File: src/rtl/rfsoc_config.sv
// Shared RFSoC constants: stream widths, GPIO control bit indices, and the
// state encoding of the PS-to-PL word packer.
package rfsoc_config;

  localparam int ps_axis_width = 32;

  // GPIO control bit indices. ADC and DAC flush requests live on different bits.
  localparam int adc_buffer_flush = 0;
  localparam int dac_buffer_flush = 1;

  typedef enum logic [1:0] {
    FILL = 2'd0,
    FULL = 2'd1
  } pack_state_e;

  localparam logic [1:0] ST_FILL = 2'd0;
  localparam logic [1:0] ST_FULL = 2'd1;

endpackage

File: src/rtl/axis_ps_to_pl.sv
// Packs narrow PS DMA stream beats into wide PL words for the DAC sample FIFO.
// A word closed early by tlast is zero-padded; the gpio flush bit drops in-flight data.
module axis_ps_to_pl
  import rfsoc_config::*;
#(
  parameter int PL_WIDTH = 128,
  parameter int PS_WIDTH = ps_axis_width
) (
  input  logic                clk,
  input  logic                rst,
  input  logic [PS_WIDTH-1:0] s_axis_tdata,
  input  logic                s_axis_tvalid,
  output logic                s_axis_tready,
  input  logic                s_axis_tlast,
  output logic [PL_WIDTH-1:0] m_axis_tdata,
  output logic                m_axis_tvalid,
  input  logic                m_axis_tready,
  output logic                m_axis_tlast,
  input  logic [15:0]         gpio_ctrl,
  output logic [31:0]         word_count,
  output logic [15:0]         pad_count,
  output logic [1:0]          dbg_state
);

  localparam int WORDS  = PL_WIDTH / PS_WIDTH;
  localparam int LANE_W = (WORDS > 1) ? $clog2(WORDS) : 1;
  localparam logic [LANE_W-1:0] LAST_LANE = LANE_W'(WORDS - 1);

  // Handshake rules on both ports: a beat transfers on a rising clk edge where
  // tvalid and tready are both high; tvalid never waits on tready, and a raised
  // m_axis_tvalid holds its word stable until accepted (flush excepted).

  logic [1:0]          state_q, state_d;
  logic [LANE_W-1:0]   lane_q, lane_d;
  logic [PL_WIDTH-1:0] asm_q, asm_d;
  logic                asm_last_q, asm_last_d;
  logic                asm_pad_q, asm_pad_d;
  logic [PL_WIDTH-1:0] out_q, out_d;
  logic                out_last_q, out_last_d;
  logic                out_pad_q, out_pad_d;
  logic                out_valid_q, out_valid_d;
  logic [31:0]         word_count_q, word_count_d;
  logic [15:0]         pad_count_q, pad_count_d;

  logic                flush;
  logic                accept;
  logic                out_free;
  logic                hs_out;
  logic                word_done;
  logic                beat_pad;
  logic [PL_WIDTH-1:0] asm_beat;

  // The remaining gpio bits control other blocks.
  logic unused_gpio;
  assign unused_gpio = ^gpio_ctrl;

  assign flush         = gpio_ctrl[dac_buffer_flush];
  assign s_axis_tready = (state_q == ST_FILL) && !flush && !rst;
  assign accept        = s_axis_tvalid && s_axis_tready;
  assign out_free      = !out_valid_q || m_axis_tready;
  assign hs_out        = out_valid_q && m_axis_tready;
  assign word_done     = accept && (s_axis_tlast || (lane_q == LAST_LANE));
  assign beat_pad      = (lane_q != LAST_LANE);

  // Lane 0 starts a fresh word, so stale upper lanes never leak into a padded word.
  always_comb begin
    asm_beat = (lane_q == '0) ? '0 : asm_q;
    for (int k = 0; k < WORDS; k++) begin
      if (lane_q == LANE_W'(k)) begin
        asm_beat[k*PS_WIDTH +: PS_WIDTH] = s_axis_tdata;
      end
    end
  end

  always_comb begin
    state_d      = state_q;
    lane_d       = lane_q;
    asm_d        = asm_q;
    asm_last_d   = asm_last_q;
    asm_pad_d    = asm_pad_q;
    out_d        = out_q;
    out_last_d   = out_last_q;
    out_pad_d    = out_pad_q;
    out_valid_d  = out_valid_q && !m_axis_tready;
    word_count_d = word_count_q;
    pad_count_d  = pad_count_q;

    if (hs_out && !flush) begin
      word_count_d = word_count_q + 32'd1;
      if (out_pad_q && (pad_count_q != 16'hFFFF)) begin
        pad_count_d = pad_count_q + 16'd1;
      end
    end

    if (flush) begin
      state_d     = ST_FILL;
      lane_d      = '0;
      asm_d       = '0;
      asm_last_d  = 1'b0;
      asm_pad_d   = 1'b0;
      out_d       = '0;
      out_last_d  = 1'b0;
      out_pad_d   = 1'b0;
      out_valid_d = 1'b0;
    end else begin
      case (state_q)
        ST_FILL: begin
          if (accept) begin
            asm_d = asm_beat;
            if (!word_done) begin
              lane_d = lane_q + LANE_W'(1);
            end else if (out_free) begin
              out_d       = asm_beat;
              out_last_d  = s_axis_tlast;
              out_pad_d   = beat_pad;
              out_valid_d = 1'b1;
              lane_d      = '0;
            end else begin
              asm_last_d = s_axis_tlast;
              asm_pad_d  = beat_pad;
              state_d    = ST_FULL;
            end
          end
        end
        ST_FULL: begin
          if (out_free) begin
            out_d       = asm_q;
            out_last_d  = asm_last_q;
            out_pad_d   = asm_pad_q;
            out_valid_d = 1'b1;
            lane_d      = '0;
            state_d     = ST_FILL;
          end
        end
        default: begin
          state_d     = ST_FILL;
          lane_d      = '0;
          asm_d       = '0;
          asm_last_d  = 1'b0;
          asm_pad_d   = 1'b0;
          out_d       = '0;
          out_last_d  = 1'b0;
          out_pad_d   = 1'b0;
          out_valid_d = 1'b0;
        end
      endcase
    end
  end

  always_ff @(posedge clk) begin
    if (rst) begin
      state_q      <= ST_FILL;
      lane_q       <= '0;
      asm_q        <= '0;
      asm_last_q   <= 1'b0;
      asm_pad_q    <= 1'b0;
      out_q        <= '0;
      out_last_q   <= 1'b0;
      out_pad_q    <= 1'b0;
      out_valid_q  <= 1'b0;
      word_count_q <= '0;
      pad_count_q  <= '0;
    end else begin
      state_q      <= state_d;
      lane_q       <= lane_d;
      asm_q        <= asm_d;
      asm_last_q   <= asm_last_d;
      asm_pad_q    <= asm_pad_d;
      out_q        <= out_d;
      out_last_q   <= out_last_d;
      out_pad_q    <= out_pad_d;
      out_valid_q  <= out_valid_d;
      word_count_q <= word_count_d;
      pad_count_q  <= pad_count_d;
    end
  end

  assign m_axis_tdata  = out_q;
  assign m_axis_tvalid = out_valid_q;
  assign m_axis_tlast  = out_last_q;
  assign word_count    = word_count_q;
  assign pad_count     = pad_count_q;
  assign dbg_state     = state_q;

endmodule
File: config.mk
export PLATFORM = sky130hd
export DESIGN_NAME = axis_ps_to_pl
export DESIGN_NICKNAME = d
export VERILOG_FILES = /design/src/rtl/rfsoc_config.sv /design/src/rtl/axis_ps_to_pl.sv
export SDC_FILE = /design/constraint.sdc
export NUM_CORES = 1
export LEC_CHECK = 0
export CAP_MARGIN = 20
export CORE_MARGIN = 2
export CORE_UTILIZATION = 47
export CTS_BUF_LIST = sky130_fd_sc_hd__clkbuf_16
export CTS_CLUSTER_DIAMETER = 120
export CTS_CLUSTER_SIZE = 24
export DETAILED_ROUTE_END_ITERATION = 7
export GPL_TIMING_DRIVEN = 0
export PLACE_DENSITY = 0.76
export SETUP_SLACK_MARGIN = 0.05
export SKIP_LAST_GASP = 1
export SLEW_MARGIN = 20
export SYNTH_ARGS = -nofsm -noshare
export SYNTH_HDL_FRONTEND = slang
export SYNTH_SLANG_ARGS = --single-unit
File: constraint.sdc
create_clock -name clk -period 2 [get_ports clk]
set_input_delay 0.5 -clock clk [delete_from_list [all_inputs] [get_ports clk]]
set_output_delay 0.5 -clock clk [all_outputs]
set_load 0.05 [all_outputs]
==> metrics.log, run 1 <==
INFO  metric detailedRoute.firstPassIterationCount = 5
INFO  metric worst_ep_required_time = 1.50 ns
INFO  metric drt_drc_violations_left = 0
INFO  metric asyncSetResetFlopFracSynth = 0%
INFO  metric yosys.cell_types.count = 61
INFO  metric post_synth_inst_count = 1371
INFO  metric synthDominantAreaCellType = sky130_fd_sc_hd__dfxtp_1
INFO  metric min_period_over_period = 101%
INFO  metric critical_path_arrival = 1.51 ns
INFO  metric cellLeakagePower = 6.30 nW
INFO  metric final_setup_violating_endpoints = 1
INFO  metric final_layout_size_suffix_gt1_share = 18.6%
INFO  metric synth_top_cells_by_area = sky130_fd_sc_hd__dfxtp_1 50%, sky130_fd_sc_hd__nor2_1 8.3%, sky130_fd_sc_hd__a221oi_1 6.8%
INFO  metric drt_total_wl = 38200 microns
INFO  metric grt_start_max_net_pins = 25
INFO  metric max_freq = 497 MHz
INFO  metric top_level_ports = 234
INFO  metric seq_area_frac_synth = 50.3%
INFO  metric ys_ff_latch = 312
INFO  metric globalRoute.totalOverflow = 0
INFO  metric tritoncts = done
INFO  metric mappedNetlistNets = 1430
INFO  metric routed_wire_length_per_instance = 20.0 microns
INFO  metric grt.busiest_layer = met2
INFO  metric crit-reg2reg-capture = m_axis_tdata[60]$_SDFFE_PP0P_
INFO  metric clock_period_minus_final_worst_setup_slack = 2.01 ns
INFO  metric whs_path_depth = 3
INFO  metric layout-area-overhead-vs-synth = 26.2%
INFO  metric place.gp.congestion = 0.871
INFO  metric design.die.area = 27700 sq um
INFO  metric core_area = 26000 sq um
INFO  metric vias_in_the_first_global_route = 10700
INFO  metric number_of_flops_mapped_to_enable_cells_by_yosys = 0
INFO  metric rsz0062_at_grt = true
INFO  metric cts_sinks = 312
INFO  metric grt_usage = 26.3%
INFO  metric rows = 59
INFO  metric nets = 1634
INFO  metric synthesis.area_per_instance = 9.06 sq um
INFO  metric pre_cts_ws = -1.37 ns
INFO  metric initial_utilization = 47.8%
INFO  metric vias = 11500
INFO  metric post-synth-top-count-cell = sky130_fd_sc_hd__dfxtp_1
INFO  metric synth_ff_type = sky130_fd_sc_hd__dfxtp_1
INFO  metric failing_checks = setup timing
INFO  metric cap_viol_max_count = 0
INFO  metric hold_viol_final = 0
INFO  metric worstMarginPinSlew = 0.821 ns
INFO  metric final_max_slew_viol_count = 0
INFO  metric groute.layer.met3.usage = 4.33%
INFO  metric design_power_total = 10.8 mW
INFO  metric met2_usage = 42.5%
INFO  metric run_status = complete, but fails checks
INFO  metric critical_path.endpoint_type = primary output
INFO  metric pwr_density_cell = 689 nW/um^2
INFO  metric fin_skew = 0.0295 ns
INFO  metric die_width = 167 microns
INFO  metric insertion_delay = 0.52 ns
INFO  metric hold_slack = 0.314 ns
INFO  metric vias_per_cell = 6.00
INFO  metric synth.cell_area = 12400 sq um
INFO  metric startpoint_of_the_lowest_slack_register_to_register_path = lane_q[1]$_SDFFE_PP0P_
INFO  metric min-delay-start = s_axis_tdata[9]
INFO  metric antenna_violating_nets_post_route = 0
INFO  metric cell_area_after_layout = 15700 sq um
INFO  metric crit_fanout = 10
INFO  metric dp.final_hpwl = 26900 microns
INFO  metric ff2ff_setup_slack = 0.03 ns
INFO  metric htreeDepth = 1
INFO  metric ir_worst_vdd = 0.496 mV
INFO  metric met1_usage = 36.3%
INFO  metric die_height = 167 microns
INFO  metric cts_max_path_buffers = 3
INFO  metric critPathLaunchType = flip-flop
INFO  metric setup.worst_path.class = reg -> out
INFO  metric hold_path.class = in -> reg
INFO  metric postPlaceCellArea = 14700 sq um
INFO  metric timing.final.ws_setup = -0.0103 ns
INFO  metric synth.cells.most_frequent = 312 x sky130_fd_sc_hd__dfxtp_1, 274 x sky130_fd_sc_hd__nor2_1, 110 x sky130_fd_sc_hd__nor3_1
INFO  metric dr.first_iter.drc_count = 1104
INFO  metric io_buffers = 185
INFO  metric tritoncts.num_buffers = 16
INFO  metric timing.reg2reg.worst_path_depth = 7
INFO  metric ys_warn_count = 0
INFO  metric synth_top_cell_area_share = 50.3%
INFO  metric worst_path_clk_slew = 0.10 ns
INFO  metric max_slew_margin = 45.3%
INFO  metric initial_antenna_violation_count = 1
INFO  metric setup-tns-final = -0.0103 ns
INFO  metric grt_pass1_wl = 59200 microns
INFO  metric cts.root.buffer_cell = sky130_fd_sc_hd__clkbuf_16
INFO  metric hold-path-endpoint = asm_q[9]$_SDFFE_PP0P_
-- kinds of logic (layout without fill, tap and decap cells) --
group	count (synthesis)	after routing	synth area share, %
adder cells (fa/ha/maj)	6	6	0.605
AND/OR/NAND/NOR	527	527	20.0
buffers and inverters	161	364	5.53
multiplexers	35	35	2.82
other	1	3	0.0302
AO/OA/AOI/OAI	293	293	18.2
flip-flops	312	312	50.3
XOR/XNOR	36	36	2.54
-- power breakdown --
group          switching (mW)  total [mW]  internal [mW]
logic                   0.723       0.994          0.271
clock network            1.97        3.49           1.53
registers              0.0404        6.31           6.27
-- cell usage in the layout (no fill, tap or decap), types with 31 or more instances in the layout --
master / instances
sky130_fd_sc_hd__a221oi_2: 49
sky130_fd_sc_hd__nor3_1: 106
sky130_fd_sc_hd__clkbuf_2: 55
sky130_fd_sc_hd__nor2_1: 272
sky130_fd_sc_hd__dlygate4sd2_1: 118
sky130_fd_sc_hd__mux2i_1: 31
sky130_fd_sc_hd__clkbuf_1: 35
sky130_fd_sc_hd__a221oi_1: 45
sky130_fd_sc_hd__nand2_1: 46
sky130_fd_sc_hd__a22oi_1: 96
sky130_fd_sc_hd__dfxtp_1: 287
-- flip-flops by register name (all words and copies together) (netlist names) --
signal and count:
m_axis_tdata 128, lane_q 2, asm_pad_q 1, out_pad_q 1, m_axis_tlast 1, m_axis_tvalid 1
asm_last_q 1, word_count 32, asm_q 128, pad_count 16, dbg_state 1
-- worst max-delay path: stages (launching register included) --
cell                       delay, ns
sky130_fd_sc_hd__dfxtp_2        0.33
sky130_fd_sc_hd__clkbuf_4       0.19
sky130_fd_sc_hd__buf_4          0.20
sky130_fd_sc_hd__nor2_4         0.12
sky130_fd_sc_hd__buf_8          0.15
-- how the worst max path moves through the flow --
stage | start | to | slack, ns | depth (start not counted)
after floorplan | gpio_ctrl[1] | s_axis_tready | -0.03 | 6
after global placement | gpio_ctrl[1] | s_axis_tready | -1.36 | 8
after detailed placement | gpio_ctrl[1] | s_axis_tready | -1.37 | 8
after CTS | rst | s_axis_tready | -0.19 | 7
after global routing | lane_q[1]$_SDFFE_PP0P_ | m_axis_tdata[60]$_SDFFE_PP0P_ | -0.08 | 7
final | dbg_state[0]$_SDFFE_PP0P_ | s_axis_tready | -0.01 | 4
-- area by class of cell --
cell class              count  area (sq um)
inverters                   6          22.5
flip-flops and latches    312          6280
fillers                  2265         10300
repair buffers            193          1660
clock buffers              17           425
well taps                 335           419
multi-input cells         898          6030
diodes                      2          5.00
plain buffers             148           825
-- per-layer routing --
metal,routed length [microns],vias to the layer above
li1,-,5329
met1,16300,5531
met2,17600,524
met3,3240,74
met4,1070,0
met5,0,-
-- per-stage QoR --
step,utilization (%),std cells
finish,60.3,1911
global route,60.3,1910
CTS,59.0,1907
detailed placement,56.7,1891
global placement,56.7,1891
floorplan,-,1371
-- what timing repair did --
item / in CTS / in global routing
endpoints found under the setup margin: 445 / 296
setup buffers: 4 / 4
hold endpoints to repair: 0 / 0
resized for setup: 335 / 181
pin swaps: 6 / 6
hold buffers: 0 / 0
Power figures use the tool's default switching activity.
==> run 2, diff against run 1 <==
- CORE_MARGIN: 2 -> 1.5
- CORE_UTILIZATION: 47 -> 50
- PLACE_DENSITY: 0.76 -> 0.77
- clock period: 2 -> 1.9 ns (I/O delays scaled with it)
==> metrics.log, run 2 (synthesis gave the netlist of run 1 again) <==
INFO  metric run_status = complete, but fails checks (unchanged)
INFO  metric failing_checks = setup timing (unchanged)
INFO  metric hold_path.class = in -> reg (unchanged)
INFO  metric max_stage_delay = 0.39 ns (was 0.33 ns)
INFO  metric mostFrequentLayoutCell = sky130_fd_sc_hd__dfxtp_1 (unchanged)
INFO  metric design.die.area = 25800 sq um (was 27700 sq um)
INFO  metric pwr_density_cell = 716 nW/um^2 (was 689 nW/um^2)
INFO  metric grt_start_max_net_pins = 26 (was 25)
INFO  metric core_area = 24300 sq um (was 26000 sq um)
INFO  metric mostFrequentLayoutCells = 275 x sky130_fd_sc_hd__dfxtp_1, 270 x sky130_fd_sc_hd__nor2_1, 102 x sky130_fd_sc_hd__nor3_1 (was 287 x sky130_fd_sc_hd__dfxtp_1, 272 x sky130_fd_sc_hd__nor2_1, 118 x sky130_fd_sc_hd__dlygate4sd2_1)
INFO  metric vias_per_cell = 6.07 (was 6.00)
INFO  metric timing.final.ws_setup = -0.00526 ns (was -0.0103 ns)
INFO  metric postPlaceCellArea = 14800 sq um (was 14700 sq um)
INFO  metric ir_worst_vdd = 0.490 mV (was 0.496 mV)
INFO  metric cp_common_cell = sky130_fd_sc_hd__buf_12
INFO  metric final_layout_size_suffix_gt1_share = 29.3% (was 18.6%)
INFO  metric clock_period_minus_final_worst_setup_slack = 1.91 ns
INFO  metric vias_in_the_first_global_route = 10800 (was 10700)
INFO  metric drt_drc_violations_left = 0 (unchanged)
INFO  metric startpoint_of_the_lowest_slack_register_to_register_path = lane_q[1]$_SDFFE_PP0P_ (unchanged)
INFO  metric timing.reg2reg.worst_path_depth = 9 (was 7)
INFO  metric tritoncts = done (unchanged)
INFO  metric initial_utilization = 51.0% (was 47.8%)
INFO  metric setup-tns-final = -0.00526 ns (was -0.0103 ns)
INFO  metric max_slew_margin = 50.2% (was 45.3%)
INFO  metric cts_max_path_buffers = 3 (unchanged)
INFO  metric initial_antenna_violation_count = 1 (unchanged)
INFO  metric grt.busiest_layer = met2 (unchanged)
INFO  metric met2_usage = 45.3% (was 42.5%)
INFO  metric grt_pass1_wl = 58400 microns (was 59200 microns)
INFO  metric min-delay-start = s_axis_tdata[26] (was s_axis_tdata[9])
INFO  metric io_buffers = 185 (unchanged)
INFO  metric cp.buffers_inverters = 3 (unchanged)
INFO  metric detailedRoute.firstPassIterationCount = 6 (was 5)
INFO  metric grt_usage = 28.3% (was 26.3%)
INFO  metric groute.layer.met3.usage = 4.96% (was 4.33%)
INFO  metric hold-path-endpoint = asm_q[26]$_SDFFE_PP0P_ (was asm_q[9]$_SDFFE_PP0P_)
INFO  metric worst_path_clk_slew = 0.10 ns (about the same)
INFO  metric antenna_violating_nets_post_route = 0 (unchanged)
INFO  metric layout-area-overhead-vs-synth = 28.6% (was 26.2%)
INFO  metric die_height = 161 microns (was 167 microns)
INFO  metric fin_skew = 0.0211 ns (was 0.0295 ns)
INFO  metric worstMarginPinSlew = 0.747 ns (was 0.821 ns)
INFO  metric tritoncts.num_buffers = 16 (unchanged)
INFO  metric critical_path.slowest_cell = sky130_fd_sc_hd__dfxtp_4 (was sky130_fd_sc_hd__dfxtp_2)
INFO  metric crit-reg2reg-capture = m_axis_tdata[99]$_SDFFE_PP0P_ (was m_axis_tdata[60]$_SDFFE_PP0P_)
INFO  metric die_width = 161 microns (was 167 microns)
INFO  metric setup.worst_path.class = reg -> reg (was reg -> out)
INFO  metric whs_path_depth = 3 (unchanged)
INFO  metric cell_area_after_layout = 16000 sq um (was 15700 sq um)
INFO  metric place.gp.congestion = 0.912 (was 0.871)
INFO  metric vias = 11600 (was 11500)
INFO  metric final_setup_violating_endpoints = 1 (unchanged)
INFO  metric cts.root.buffer_cell = sky130_fd_sc_hd__clkbuf_16 (unchanged)
INFO  metric ff2ff_setup_slack = -0.005 ns (was 0.03 ns)
INFO  metric htreeDepth = 1 (unchanged)
INFO  metric cts_sinks = 312 (unchanged)
INFO  metric critPathLaunchType = flip-flop (unchanged)
INFO  metric critPathTopFamily = buffers and inverters (unchanged)
INFO  metric rows = 57 (was 59)
INFO  metric cap_viol_max_count = 0 (unchanged)
INFO  metric routed_wire_length_per_instance = 20.3 microns (was 20.0 microns)
INFO  metric nets = 1642 (was 1634)
INFO  metric ctsHoldBuffers = 0 (unchanged)
INFO  metric critical_path.endpoint_type = flip-flop (was primary output)
INFO  metric worst_ep_required_time = 2.33 ns (was 1.50 ns)
INFO  metric min_period_over_period = 100%
INFO  metric worstPathCellList = ha_4 -> o21ai_4 -> nor2_4 -> o21a_1 -> buf_6 -> buf_12 -> buf_12 -> nor2_1 -> nor3_1 (was clkbuf_4 -> buf_4 -> nor2_4 -> buf_8)
INFO  metric max_freq = 525 MHz
INFO  metric utilization = 65.6% (was 60.3%)
INFO  metric globalRoute.totalOverflow = 0 (unchanged)
INFO  metric dr.first_iter.drc_count = 1088 (was 1104)
INFO  metric met1_usage = 38.6% (was 36.3%)
INFO  metric rsz0062_at_grt = true (unchanged)
INFO  metric drt_total_wl = 38700 microns (was 38200 microns)
INFO  metric dp.final_hpwl = 26600 microns (was 26900 microns)
INFO  metric critical_path_arrival = 2.33 ns (was 1.51 ns)
INFO  metric cellLeakagePower = 6.01 nW (was 6.30 nW)
INFO  metric final_max_slew_viol_count = 0 (unchanged)
INFO  metric insertion_delay = 0.51 ns (was 0.52 ns)
INFO  metric crit_fanout = 10 (unchanged)
INFO  metric hold_viol_final = 0 (unchanged)
INFO  metric top_level_ports = 234 (unchanged)
run 2: changes by cell type in the layout (fill, tap and decap cells not counted), moves of 7 or more:
cell and delta:
sky130_fd_sc_hd__a211oi_2 +12, sky130_fd_sc_hd__clkbuf_2 +42, sky130_fd_sc_hd__buf_6 +7, sky130_fd_sc_hd__dfxtp_1 -12, sky130_fd_sc_hd__dfxtp_2 +8, sky130_fd_sc_hd__clkdlybuf4s15_2 +71
sky130_fd_sc_hd__a211oi_1 -12, sky130_fd_sc_hd__clkdlybuf4s15_1 -14, sky130_fd_sc_hd__dlygate4sd2_1 -116
run 2: area by class of cell:
class	instances	area [sq um]
multi-input combinational	898	6140
tap	324	405
buffer	148	951
inverter	6	22.5
antenna	1	2.50
timing repair buffer	201	1700
clock inverter	3	11.3
sequential	312	6310
clock buffer	17	425
fill	1969	8360
run 2: routing by layer:
layer	share of wire, %	vias up
met1	42	5603
met4	3.2	0
met2	46	557
met3	8.7	89
met5	0	-
li1	-	5342
run 2: worst max path at each step:
stage	end	start	slack (ns)	depth (start not counted)
floorplan	s_axis_tready	gpio_ctrl[1]	-0.08	6
global placement	s_axis_tready	gpio_ctrl[1]	-1.41	8
detailed placement	s_axis_tready	gpio_ctrl[1]	-1.43	8
CTS	s_axis_tready	rst	-0.21	7
global route	m_axis_tdata[95]$_SDFFE_PP0P_	lane_q[0]$_SDFFE_PP0P_	-0.07	9
finish	m_axis_tdata[99]$_SDFFE_PP0P_	lane_q[1]$_SDFFE_PP0P_	-0.005	9
run 2: worst register-to-register path, stage by stage (launching register included):
cell and delay (ns):
sky130_fd_sc_hd__dfxtp_4 0.39, sky130_fd_sc_hd__ha_4 0.21, sky130_fd_sc_hd__o21ai_4 0.08, sky130_fd_sc_hd__nor2_4 0.14
sky130_fd_sc_hd__o21a_1 0.22, sky130_fd_sc_hd__buf_6 0.19, sky130_fd_sc_hd__buf_12 0.18, sky130_fd_sc_hd__buf_12 0.15
sky130_fd_sc_hd__nor2_1 0.06, sky130_fd_sc_hd__nor3_1 0.21
run 2: stage by stage:
| stage | worst slack [ns] | instances | power, mW | hold WS, ns |
|---|---|---|---|---|
| 2_1_floorplan | -0.0764 | 1371 | 7.42 | 0.432 |
| 3_3_place_gp | -1.41 | 1880 | 7.74 | 0.441 |
| 3_5_place_dp | -1.43 | 1880 | 7.75 | 0.447 |
| 4_1_cts | -0.212 | 1901 | 11.4 | 0.286 |
| 5_1_grt | -0.0731 | 1910 | 11.8 | 0.309 |
| 6_report | -0.00526 | 1910 | 11.4 | 0.300 |
run 2: power breakdown:
part | total [mW] | switching [mW] | internal [mW]
Clock | 3.70 | 2.09 | 1.62
Combinational | 1.10 | 0.785 | 0.310
Sequential | 6.64 | 0.0428 | 6.59
run 2: repair_timing:
item | 4_1_cts | 5_1_grt
setup buffers | 6 | 8
endpoints found under the setup margin | 452 | 335
gates resized for setup | 585 | 267
cloned | 0 | 2
pin swaps | 7 | 22
==> run 3, diff against run 2 <==
- DONT_BUFFER_PORTS: not set -> 1
- GPL_ROUTABILITY_DRIVEN: not set -> 0
- PLACE_DENSITY: 0.77 -> not set
==> metrics.log, run 3 (synthesis gave the netlist of run 1 again) <==
INFO  metric pwr_density_cell = 748 nW/um^2 (was 716 nW/um^2)
INFO  metric drt_total_wl = 39600 microns (was 38700 microns)
INFO  metric met1_usage = 39.9% (was 38.6%)
INFO  metric die_width = 161 microns (unchanged)
INFO  metric grt_pass1_wl = 58100 microns (was 58400 microns)
INFO  metric cell_area_after_layout = 15300 sq um (was 16000 sq um)
INFO  metric whs_path_depth = 1 (was 3)
INFO  metric design_power_total = 11.4 mW (about the same)
INFO  metric drt_drc_violations_left = 0 (unchanged)
INFO  metric min_period_over_period = 104% (was 100%)
INFO  metric nets = 1492 (was 1642)
INFO  metric max_freq = 508 MHz (was 525 MHz)
INFO  metric count_of_inserted_antenna_diode_cells = 0 (was 1)
INFO  metric mostFrequentLayoutCell = sky130_fd_sc_hd__dfxtp_1 (unchanged)
INFO  metric clock_period_minus_final_worst_setup_slack = 1.97 ns (was 1.91 ns)
INFO  metric cellLeakagePower = 5.60 nW (was 6.01 nW)
INFO  metric cts.root.buffer_cell = sky130_fd_sc_hd__clkbuf_16 (unchanged)
INFO  metric cts_max_path_buffers = 3 (unchanged)
INFO  metric met2_usage = 44.7% (was 45.3%)
INFO  metric critical_path_arrival = 1.49 ns (was 2.33 ns)
INFO  metric antenna_violating_nets_post_route = 0 (unchanged)
INFO  metric hold_slack = 0.0424 ns (was 0.300 ns)
INFO  metric grt.busiest_layer = met2 (unchanged)
INFO  metric sequential_cell_area = 6390 sq um (was 6310 sq um)
INFO  metric rows = 57 (unchanged)
INFO  metric vias = 10800 (was 11600)
INFO  metric fin_skew = 0.0167 ns (was 0.0211 ns)
INFO  metric final_max_slew_viol_count = 0 (unchanged)
INFO  metric rsz0062_at_grt = true (unchanged)
INFO  metric startpoint_of_the_lowest_slack_register_to_register_path = dbg_state[0]$_SDFFE_PP0P_ (was lane_q[1]$_SDFFE_PP0P_)
INFO  metric worst_path_clk_slew = 0.10 ns (about the same)
INFO  metric tritoncts.num_buffers = 16 (unchanged)
INFO  metric grt_usage = 28.6% (was 28.3%)
INFO  metric setup.worst_path.class = reg -> out (was reg -> reg)
INFO  metric htreeDepth = 1 (unchanged)
INFO  metric die_height = 161 microns (unchanged)
INFO  metric cap_viol_max_count = 0 (unchanged)
INFO  metric fillers = 2118 (was 1969)
INFO  metric max_slew_margin = 49.3% (was 50.2%)
INFO  metric core_area = 24300 sq um (unchanged)
INFO  metric worst_ep_required_time = 1.42 ns (was 2.33 ns)
INFO  metric tritoncts = done (unchanged)
INFO  metric run_status = complete, but fails checks (unchanged)
INFO  metric timing.final.ws_setup = -0.0683 ns (was -0.00526 ns)
INFO  metric failing_checks = setup timing (unchanged)
INFO  metric routed_wire_length_per_instance = 22.5 microns (was 20.3 microns)
INFO  metric final_setup_violating_endpoints = 2 (was 1)
INFO  metric crit-reg2reg-capture = asm_q[108]$_SDFFE_PP0P_ (was m_axis_tdata[99]$_SDFFE_PP0P_)
INFO  metric crit_fanout = 4 (was 10)
INFO  metric layout.cells.non_filler = 1759 (was 1910)
INFO  metric io_buffers = 0 (was 185)
INFO  metric cts_sinks = 312 (unchanged)
INFO  metric groute.layer.met3.usage = 6.53% (was 4.96%)
INFO  metric ctsHoldBuffers = 0 (unchanged)
INFO  metric final_layout_size_suffix_gt1_share = 25.4% (was 29.3%)
INFO  metric critical_path.endpoint_type = primary output (was flip-flop)
INFO  metric dp.final_hpwl = 26300 microns (was 26600 microns)
INFO  metric hold_viol_final = 0 (unchanged)
INFO  metric top_level_ports = 234 (unchanged)
INFO  metric layout-area-overhead-vs-synth = 22.9% (was 28.6%)
INFO  metric mostFrequentLayoutCells = 265 x sky130_fd_sc_hd__dfxtp_1, 261 x sky130_fd_sc_hd__nor2_1, 99 x sky130_fd_sc_hd__nor3_1 (was 275 x sky130_fd_sc_hd__dfxtp_1, 270 x sky130_fd_sc_hd__nor2_1, 102 x sky130_fd_sc_hd__nor3_1)
INFO  metric multiInputGateArea = 6350 sq um (was 6140 sq um)
INFO  metric grt_start_max_net_pins = 26 (unchanged)
INFO  metric ff2ff_setup_slack = -0.01 ns (was -0.005 ns)
INFO  metric initial_utilization = 51.0% (unchanged)
INFO  metric critPathLaunchType = flip-flop (unchanged)
INFO  metric vias_in_the_first_global_route = 9812 (was 10800)
INFO  metric design.die.area = 25800 sq um (unchanged)
INFO  metric placed_cells_incl_taps = 1695 (was 1880)
INFO  metric vias_per_cell = 6.15 (was 6.07)
INFO  metric initial_antenna_violation_count = 0 (was 1)
INFO  metric postPlaceCellArea = 12900 sq um (was 14800 sq um)
INFO  metric utilization = 62.7% (was 65.6%)
INFO  metric hold-path-endpoint = lane_q[0]$_SDFFE_PP0P_ (was asm_q[26]$_SDFFE_PP0P_)
INFO  metric ir_worst_vdd = 0.715 mV (was 0.490 mV)
INFO  metric min-delay-start = s_axis_tlast (was s_axis_tdata[26])
INFO  metric timing.reg2reg.worst_path_depth = 9 (unchanged)
INFO  metric globalRoute.totalOverflow = 0 (unchanged)
INFO  metric dr.first_iter.drc_count = 843 (was 1088)
INFO  metric hold_path.class = in -> reg (unchanged)
INFO  metric worstMarginPinSlew = 0.761 ns (was 0.747 ns)
INFO  metric detailedRoute.firstPassIterationCount = 6 (unchanged)
INFO  metric insertion_delay = 0.51 ns (about the same)
[run 3: changes by cell type in the layout (fill, tap and decap cells not counted), moves of 7 or more]
cell	previous run	this run
sky130_fd_sc_hd__buf_4	25	62
sky130_fd_sc_hd__a221oi_1	43	36
sky130_fd_sc_hd__dfxtp_2	31	11
sky130_fd_sc_hd__clkbuf_2	97	12
sky130_fd_sc_hd__dfxtp_1	275	265
sky130_fd_sc_hd__buf_2	33	20
sky130_fd_sc_hd__clkbuf_16	19	27
sky130_fd_sc_hd__dfxtp_4	6	36
sky130_fd_sc_hd__nor2_2	3	12
sky130_fd_sc_hd__nor2_1	270	261
sky130_fd_sc_hd__clkdlybuf4s15_2	87	1
sky130_fd_sc_hd__clkdlybuf4s15_1	10	0
[run 3: area by class of cell]
cell class	instances	share of cell area (%)
Buffer	147	7.03
Clock buffer	17	2.79
Clock inverter	3	0.0738
Inverter	6	0.148
Multi-Input combinational cell	898	41.6
Sequential cell	312	41.9
Tap cell	324	2.66
Timing Repair Buffer	52	3.76
[run 3: worst max path at each step]
stage                                          from                              to  slack, ns  depth (start not counted)
final                     dbg_state[0]$_SDFFE_PP0P_                   s_axis_tready      -0.07                          3
after global routing      dbg_state[0]$_SDFFE_PP0P_         asm_q[123]$_SDFFE_PP0P_      -0.10                          9
after CTS                 dbg_state[0]$_SDFFE_PP0P_                   s_axis_tready      -0.08                          3
after detailed placement     lane_q[0]$_SDFFE_PP0P_   m_axis_tdata[67]$_SDFFE_PP0P_      -0.56                          8
after global placement       lane_q[0]$_SDFFE_PP0P_  m_axis_tdata[105]$_SDFFE_PP0P_      -0.55                          9
after floorplan                        gpio_ctrl[1]                   s_axis_tready      -0.08                          6
[run 3: timing repair]
item / in CTS / in global routing
gates cloned: 0 / 11
setup buffers: 14 / 27
setup endpoints to repair: 280 / 278
pin swaps: 8 / 64
resized for setup: 192 / 235
[run 3: through the flow]
step,TNS (ns),worst slack [ns]
3_3_place_gp,-97.84,-0.546
6_report,-0.0805,-0.0683
4_1_cts,-0.102,-0.0847
5_1_grt,-2.53,-0.102
2_1_floorplan,-0.0764,-0.0764
3_5_place_dp,-100.77,-0.561
[run 3: worst max-delay path: stages, from the launching register on]
cell	delay (ns)
sky130_fd_sc_hd__dfxtp_4	0.43
sky130_fd_sc_hd__buf_8	0.15
sky130_fd_sc_hd__buf_8	0.12
sky130_fd_sc_hd__nor2_4	0.29
[run 3: power by group]
part	total (mW)	switching (mW)	internal (mW)	leakage, nW
Combinational	0.971	0.651	0.321	2.83
Sequential	6.74	0.187	6.55	2.55
Clock	3.70	2.08	1.62	0.225
[run 3: layer usage]
metal / wire (microns) / share of wire [%] / vias up
li1: - / - / 5051
met1: 17300 / 44 / 5270
met2: 18000 / 46 / 433
met3: 3520 / 8.9 / 58
met4: 784 / 2.0 / 0
met5: 0 / 0 / -
